<file path="src/rtl/load_store_unit.sv">
// Byte-addressed RISC-V load/store front end for a word-organised data memory.
// Sub-word stores are read-modify-write; misaligned or out-of-range accesses fault without touching memory.
`timescale 1ns/1ps
module load_store_unit #(
  parameter int DEPTH_WORDS = 64,
  parameter int IDX_W       = 6
) (
  input  logic        clk,
  input  logic        rst_n,
  input  logic        i_req_valid,
  input  logic        i_req_write,
  input  logic [2:0]  i_req_funct3,
  input  logic [31:0] i_req_addr,
  input  logic [31:0] i_req_wdata,
  output logic        o_busy,
  output logic        o_resp_valid,
  output logic [31:0] o_resp_rdata,
  output logic        o_resp_fault,
  output logic        o_mem_read,
  output logic        o_mem_write,
  output logic [31:0] o_mem_addr,
  output logic [31:0] o_mem_wdata,
  input  logic [31:0] i_mem_rdata
);

  typedef enum logic [1:0] {S_IDLE, S_RD, S_WR, S_DONE} state_t;

  state_t      r_state;
  state_t      w_next;
  logic        r_write;
  logic [2:0]  r_funct3;
  logic [1:0]  r_off;
  logic [15:0] r_wdata;
  logic [31:0] r_mem_addr;
  logic [31:0] r_mem_wdata;
  logic [31:0] r_resp_rdata;
  logic        r_resp_fault;

  logic        w_load_bad;
  logic        w_store_bad;
  logic        w_misaligned;
  logic        w_out_of_range;
  logic        w_fault;
  logic        w_is_sw;
  logic [7:0]  w_byte;
  logic [15:0] w_half;
  logic [31:0] w_load_data;
  logic [31:0] w_merge_data;

  assign w_load_bad     = (i_req_funct3 == 3'b011) || (i_req_funct3[2:1] == 2'b11);
  assign w_store_bad    = i_req_funct3[2] || (i_req_funct3[1:0] == 2'b11);
  assign w_misaligned   = ((i_req_funct3[1:0] == 2'b01) && i_req_addr[0]) ||
                          ((i_req_funct3[1:0] == 2'b10) && (i_req_addr[1:0] != 2'b00));
  assign w_out_of_range = i_req_addr >= 32'(DEPTH_WORDS * 4);
  assign w_fault        = (i_req_write ? w_store_bad : w_load_bad) || w_misaligned || w_out_of_range;
  assign w_is_sw        = i_req_write && (i_req_funct3[1:0] == 2'b10);

  // Memory strobes and handshake flags depend on the state register alone, so reset kills them at once.
  assign o_busy       = (r_state != S_IDLE);
  assign o_resp_valid = (r_state == S_DONE);
  assign o_mem_read   = (r_state == S_RD);
  assign o_mem_write  = (r_state == S_WR);
  assign o_mem_addr   = r_mem_addr;
  assign o_mem_wdata  = r_mem_wdata;
  assign o_resp_rdata = r_resp_rdata;
  assign o_resp_fault = r_resp_fault;

  always_ff @(posedge clk or negedge rst_n) begin
    if (!rst_n) r_state <= S_IDLE;
    else        r_state <= w_next;
  end

  always_comb begin
    w_next = r_state;
    case (r_state)
      S_IDLE: begin
        if (i_req_valid) begin
          if (w_fault)      w_next = S_DONE;
          else if (w_is_sw) w_next = S_WR;
          else              w_next = S_RD;
        end
      end
      S_RD:    w_next = r_write ? S_WR : S_DONE;
      S_WR:    w_next = S_DONE;
      S_DONE:  w_next = S_IDLE;
      default: w_next = S_IDLE;
    endcase
  end

  // Lane extraction for loads and lane merge for sub-word stores, little-endian.
  always_comb begin
    w_byte = i_mem_rdata[{r_off, 3'b000} +: 8];
    w_half = r_off[1] ? i_mem_rdata[31:16] : i_mem_rdata[15:0];
    case (r_funct3)
      3'b000:  w_load_data = {{24{w_byte[7]}}, w_byte};
      3'b001:  w_load_data = {{16{w_half[15]}}, w_half};
      3'b100:  w_load_data = {24'b0, w_byte};
      3'b101:  w_load_data = {16'b0, w_half};
      default: w_load_data = i_mem_rdata;
    endcase
    w_merge_data = i_mem_rdata;
    if (r_funct3[1:0] == 2'b00) w_merge_data[{r_off, 3'b000} +: 8] = r_wdata[7:0];
    else if (r_off[1])          w_merge_data[31:16] = r_wdata;
    else                        w_merge_data[15:0]  = r_wdata;
  end

  always_ff @(posedge clk or negedge rst_n) begin
    if (!rst_n) begin
      r_write      <= 1'b0;
      r_funct3     <= 3'b000;
      r_off        <= 2'b00;
      r_wdata      <= 16'h0;
      r_mem_addr   <= 32'h0;
      r_mem_wdata  <= 32'h0;
      r_resp_rdata <= 32'h0;
      r_resp_fault <= 1'b0;
    end else begin
      case (r_state)
        S_IDLE: begin
          if (i_req_valid) begin
            r_write      <= i_req_write;
            r_funct3     <= i_req_funct3;
            r_off        <= i_req_addr[1:0];
            r_wdata      <= i_req_wdata[15:0];
            r_mem_addr   <= {{(32-IDX_W){1'b0}}, i_req_addr[IDX_W+1:2]};
            r_resp_fault <= w_fault;
            r_resp_rdata <= 32'h0;
            if (!w_fault && w_is_sw) r_mem_wdata <= i_req_wdata;
          end
        end
        S_RD: begin
          if (r_write) r_mem_wdata  <= w_merge_data;
          else         r_resp_rdata <= w_load_data;
        end
        default: ;
      endcase
    end
  end

endmodule

</file>
<file path="config.mk">
export PLATFORM = sky130hd
export DESIGN_NAME = load_store_unit
export DESIGN_NICKNAME = d
export VERILOG_FILES = /design/src/rtl/load_store_unit.sv
export SDC_FILE = /design/constraint.sdc
export NUM_CORES = 1
export LEC_CHECK = 0
export BUFFER_PORTS_ARGS = -buffer_cell sky130_fd_sc_hd__buf_2
export CAP_MARGIN = 20
export CORE_ASPECT_RATIO = 0.8
export CORE_MARGIN = 1.5
export CORE_UTILIZATION = 40
export DETAILED_ROUTE_END_ITERATION = 8
export GPL_ROUTABILITY_DRIVEN = 0
export MAX_ROUTING_LAYER = met4
export PLACE_DENSITY = 0.75
export SKIP_CTS_REPAIR_TIMING = 1
export SLEW_MARGIN = 20
export SYNTH_ARGS = -nofsm -noshare
export SYNTH_HDL_FRONTEND = slang
export SYNTH_SLANG_ARGS = --single-unit
export TNS_END_PERCENT = 20
</file>
<file path="constraint.sdc">
create_clock -name clk -period 5.85 [get_ports clk]
set_input_delay 0 -clock clk [delete_from_list [all_inputs] [get_ports clk]]
set_output_delay 0 -clock clk [all_outputs]
set_load 0.02 [all_outputs]
</file>
==> out/metrics.cfg <==
[run_status]
status = complete, but fails checks
failed_checks = negative hold slack

[placement]
dp_worst_setup_slack_ns = 2.52
dp_hpwl_um = 13500
dpl.cell_count = 907
io_buffers = 177
postPlaceCellArea_um2 = 6750

[route]
post_drt_wl_per_cell_um = 19.5
first_iter_violations = 430
drc_errors = 0
vias_per_cell = 5.63
via_count = 5364
firstDrtPassIters = 6
drtAntennaViolNets = 0
wirelength_um = 18500

[logic_synthesis]
synthesis.area_um2 = 5870
synthArstFlopShare = 1.00
synth-edff-count = 0
synthFlopType = dfrtp_1
yosysSeqAreaShare = 0.405
ys_ff_latch = 95
synth_cell_types = 48
syn_inst = 579
avgSynthCellArea_um2 = 10.1
yosysWarnings = 0

[die]
die_x_um = 138
rows = 39
initial_core_util = 0.411
ios = 204
dieArea_um2 = 15400
die-height_um = 111
design.core.area_um2 = 14300

[global_routing]
grt_pass1_wl_um = 28600
grt_max_degree = 69
antenna_found_initial = 1
grt.overflow.total = 0
grt_pass1_vias = 5058
grt.total_usage = 0.243

[timing]
timing.fmax_mhz = 296
relSlewSlack = 0.320
drv_slew = 0
fin_skew_ns = 0.00707
worst_slew_pin_slew_ns = 1.02
final-hold-violation-count = 3
setup_slack_ns = 2.47
finalCriticalPeriod_ns = 3.38
setup_viol = 0
holdWs_ns = -0.0358
rsz0062_at_grt = false
period_share = 0.578
finalSetupTns_ns = 0

[final_layout]
final_cells = 952
area_delta_synth_final_pct = 25.4
nFillCells = 1353
drive_above_1_share = 0.385
finalNetCount = 874
fin_area_um2 = 7360

[clock_tree]
cts_tree = yes
clk_latency_ns = 0.35
clockBufferDepth = 2
numCtsBuffers = 9
htreeDepth = 3
root_buffer = clkbuf_16
clkSinkCount = 95
clkTransAtPathRegs_ns = 0.07

[power]
power_mw = 4.08
p_leak_nw = 3.62
vdd_drop_max_mv = 0.338
p_per_area_nw_per_um2 = 554

[worst_setup_path]
crit_path_start_kind = register
crit_arrival_ns = 3.67
reg2reg_slack_ns = 2.47
cp_data_required_time_ns = 6.14
path_max_fanout = 23
cp_slowest_cell = dfrtp_1
path_cells = clkinv_1, ha_1, nor4b_2, a221oi_1, o22ai_1, mux2_4
path_class = register to register
end_kind = register
max_stage_delay_ns = 0.96

[min_path]
hp-class = primary input to register

[job]
cap_viol_max_count = 0

## metal layers
| metal | wire length (µm) | vias to the layer above | share of wire | track usage |
|---|---|---|---|---|
| li1 | - | 2442 | - | - |
| met1 | 8440 | 2586 | 0.46 | 0.354 |
| met2 | 7920 | 295 | 0.43 | 0.335 |
| met3 | 1730 | 41 | 0.094 | 0.0585 |
| met4 | 433 | 0 | 0.023 | 0.0695 |
| met5 | 0 | - | 0 | - |
## synthesized netlist by cell type (2+ instances only)
cell,instances,share of area
mux2_2,52,0.10
inv_1,39,0.025
a21oi_1,5,0.0043
nor2_1,13,0.0083
clkinv_1,4,0.0026
mux2_4,30,0.077
a221oi_1,30,0.045
nor3_1,3,0.0026
buf_2,7,0.0060
a22o_1,16,0.024
ha_1,9,0.019
dfrtp_1,95,0.40
a32o_1,8,0.014
nand4_1,2,0.0021
o22ai_1,31,0.033
buf_4,26,0.033
nand2_1,48,0.031
nor4_1,6,0.0064
clkbuf_1,25,0.016
nor4b_2,2,0.0051
o21ai_0,63,0.054
buf_6,4,0.0077
nor2_2,2,0.0021
o221ai_1,8,0.012
nand2b_1,23,0.024
a31oi_1,3,0.0032
mux2i_1,4,0.0068
## kinds of logic (layout without fill, tap and decap cells)
| kind of cell | Yosys count | after routing | share of synthesized area |
|---|---|---|---|
| flops | 95 | 95 | 0.405 |
| fa+ha+maj | 9 | 9 | 0.0192 |
| mux | 86 | 86 | 0.183 |
| buf+inv | 106 | 269 | 0.0909 |
| simple gates | 111 | 111 | 0.0988 |
| other cells | 1 | 27 | 0.000638 |
| compound gates | 171 | 171 | 0.203 |
## worst paths after layout
check                                            start                          end  cells past startpoint
setup / recovery                  r_off[1]$_DFFE_PN0P_   o_mem_wdata[4]$_DFFE_PN0P_                      6
hold reg to reg            o_resp_rdata[5]$_DFFE_PN0P_  o_resp_rdata[5]$_DFFE_PN0P_                      2
min in group asynchronous                        rst_n  o_mem_wdata[16]$_DFFE_PN0P_                      2
max in group asynchronous                        rst_n      r_funct3[0]$_DFFE_PN0P_                      3
setup reg to reg                  r_off[1]$_DFFE_PN0P_   o_mem_wdata[4]$_DFFE_PN0P_                      6
hold / removal                         i_req_wdata[12]      r_wdata[12]$_DFFE_PN0P_                      3
## metrics by stage
step	util	hold slack, ns
6_report	0.515	-0.0358
5_1_grt	0.515	0.00118
4_1_cts	0.494	-0.312
3_5_place_dp	0.472	0.0676
3_3_place_gp	0.472	0.0611
2_1_floorplan	-	-0.296
## worst max-delay path: cells and delay by family, from the launching register on
family                     cells  cell delay, ns
and+or+nand+nor                1            0.80
AOI/OAI and AO/OA              2            0.40
buffers and inverters          1            0.50
DFF                            1            0.96
adders and majority gates      1            0.50
muxes                          1            0.17
## state kept, by name, summed over array words and instances (netlist names)
register and count:
r_funct3 3, r_state 2, o_resp_rdata 32, o_mem_wdata 32
r_wdata 16, o_resp_fault 1, r_off 2, r_write 1
o_mem_addr 6
## area by class of cell
type                    instances  area (µm²)  area share
diodes                          1        2.50    0.000340
repair buffers                210        1210       0.164
well taps                     184         230      0.0313
inverters                      43         161      0.0219
multi-input cells             403        3070       0.417
clock inverters                 7        85.1      0.0116
flip-flops and latches         95        2380       0.323
clock buffers                   9         225      0.0306
## cells in the final DEF, fill, tap and decap left out, types with 8 or more instances in the layout
| cell type | n |
|---|---|
| dlygate4sd3_1 | 27 |
| nand2b_1 | 23 |
| conb_1 | 26 |
| mux2_4 | 30 |
| ha_1 | 8 |
| a32o_1 | 8 |
| nor2_1 | 13 |
| dfrtp_1 | 95 |
| clkbuf_16 | 9 |
| inv_1 | 39 |
| o221ai_1 | 8 |
| buf_2 | 176 |
| a22o_1 | 16 |
| mux2_2 | 52 |
| o21ai_0 | 63 |
| a221oi_1 | 30 |
| o22ai_1 | 31 |
| nand2_1 | 47 |
## report_power, final
part | internal, mW | switching [mW] | leakage, nW | total [mW]
Clock | 0.341 | 0.282 | 0.153 | 0.623
Combinational | 0.950 | 1.25 | 2.27 | 2.20
Sequential | 0.944 | 0.313 | 1.19 | 1.26
Total | 2.24 | 1.85 | 3.62 | 4.08
Note: power is estimated with default switching activity, not from simulation.
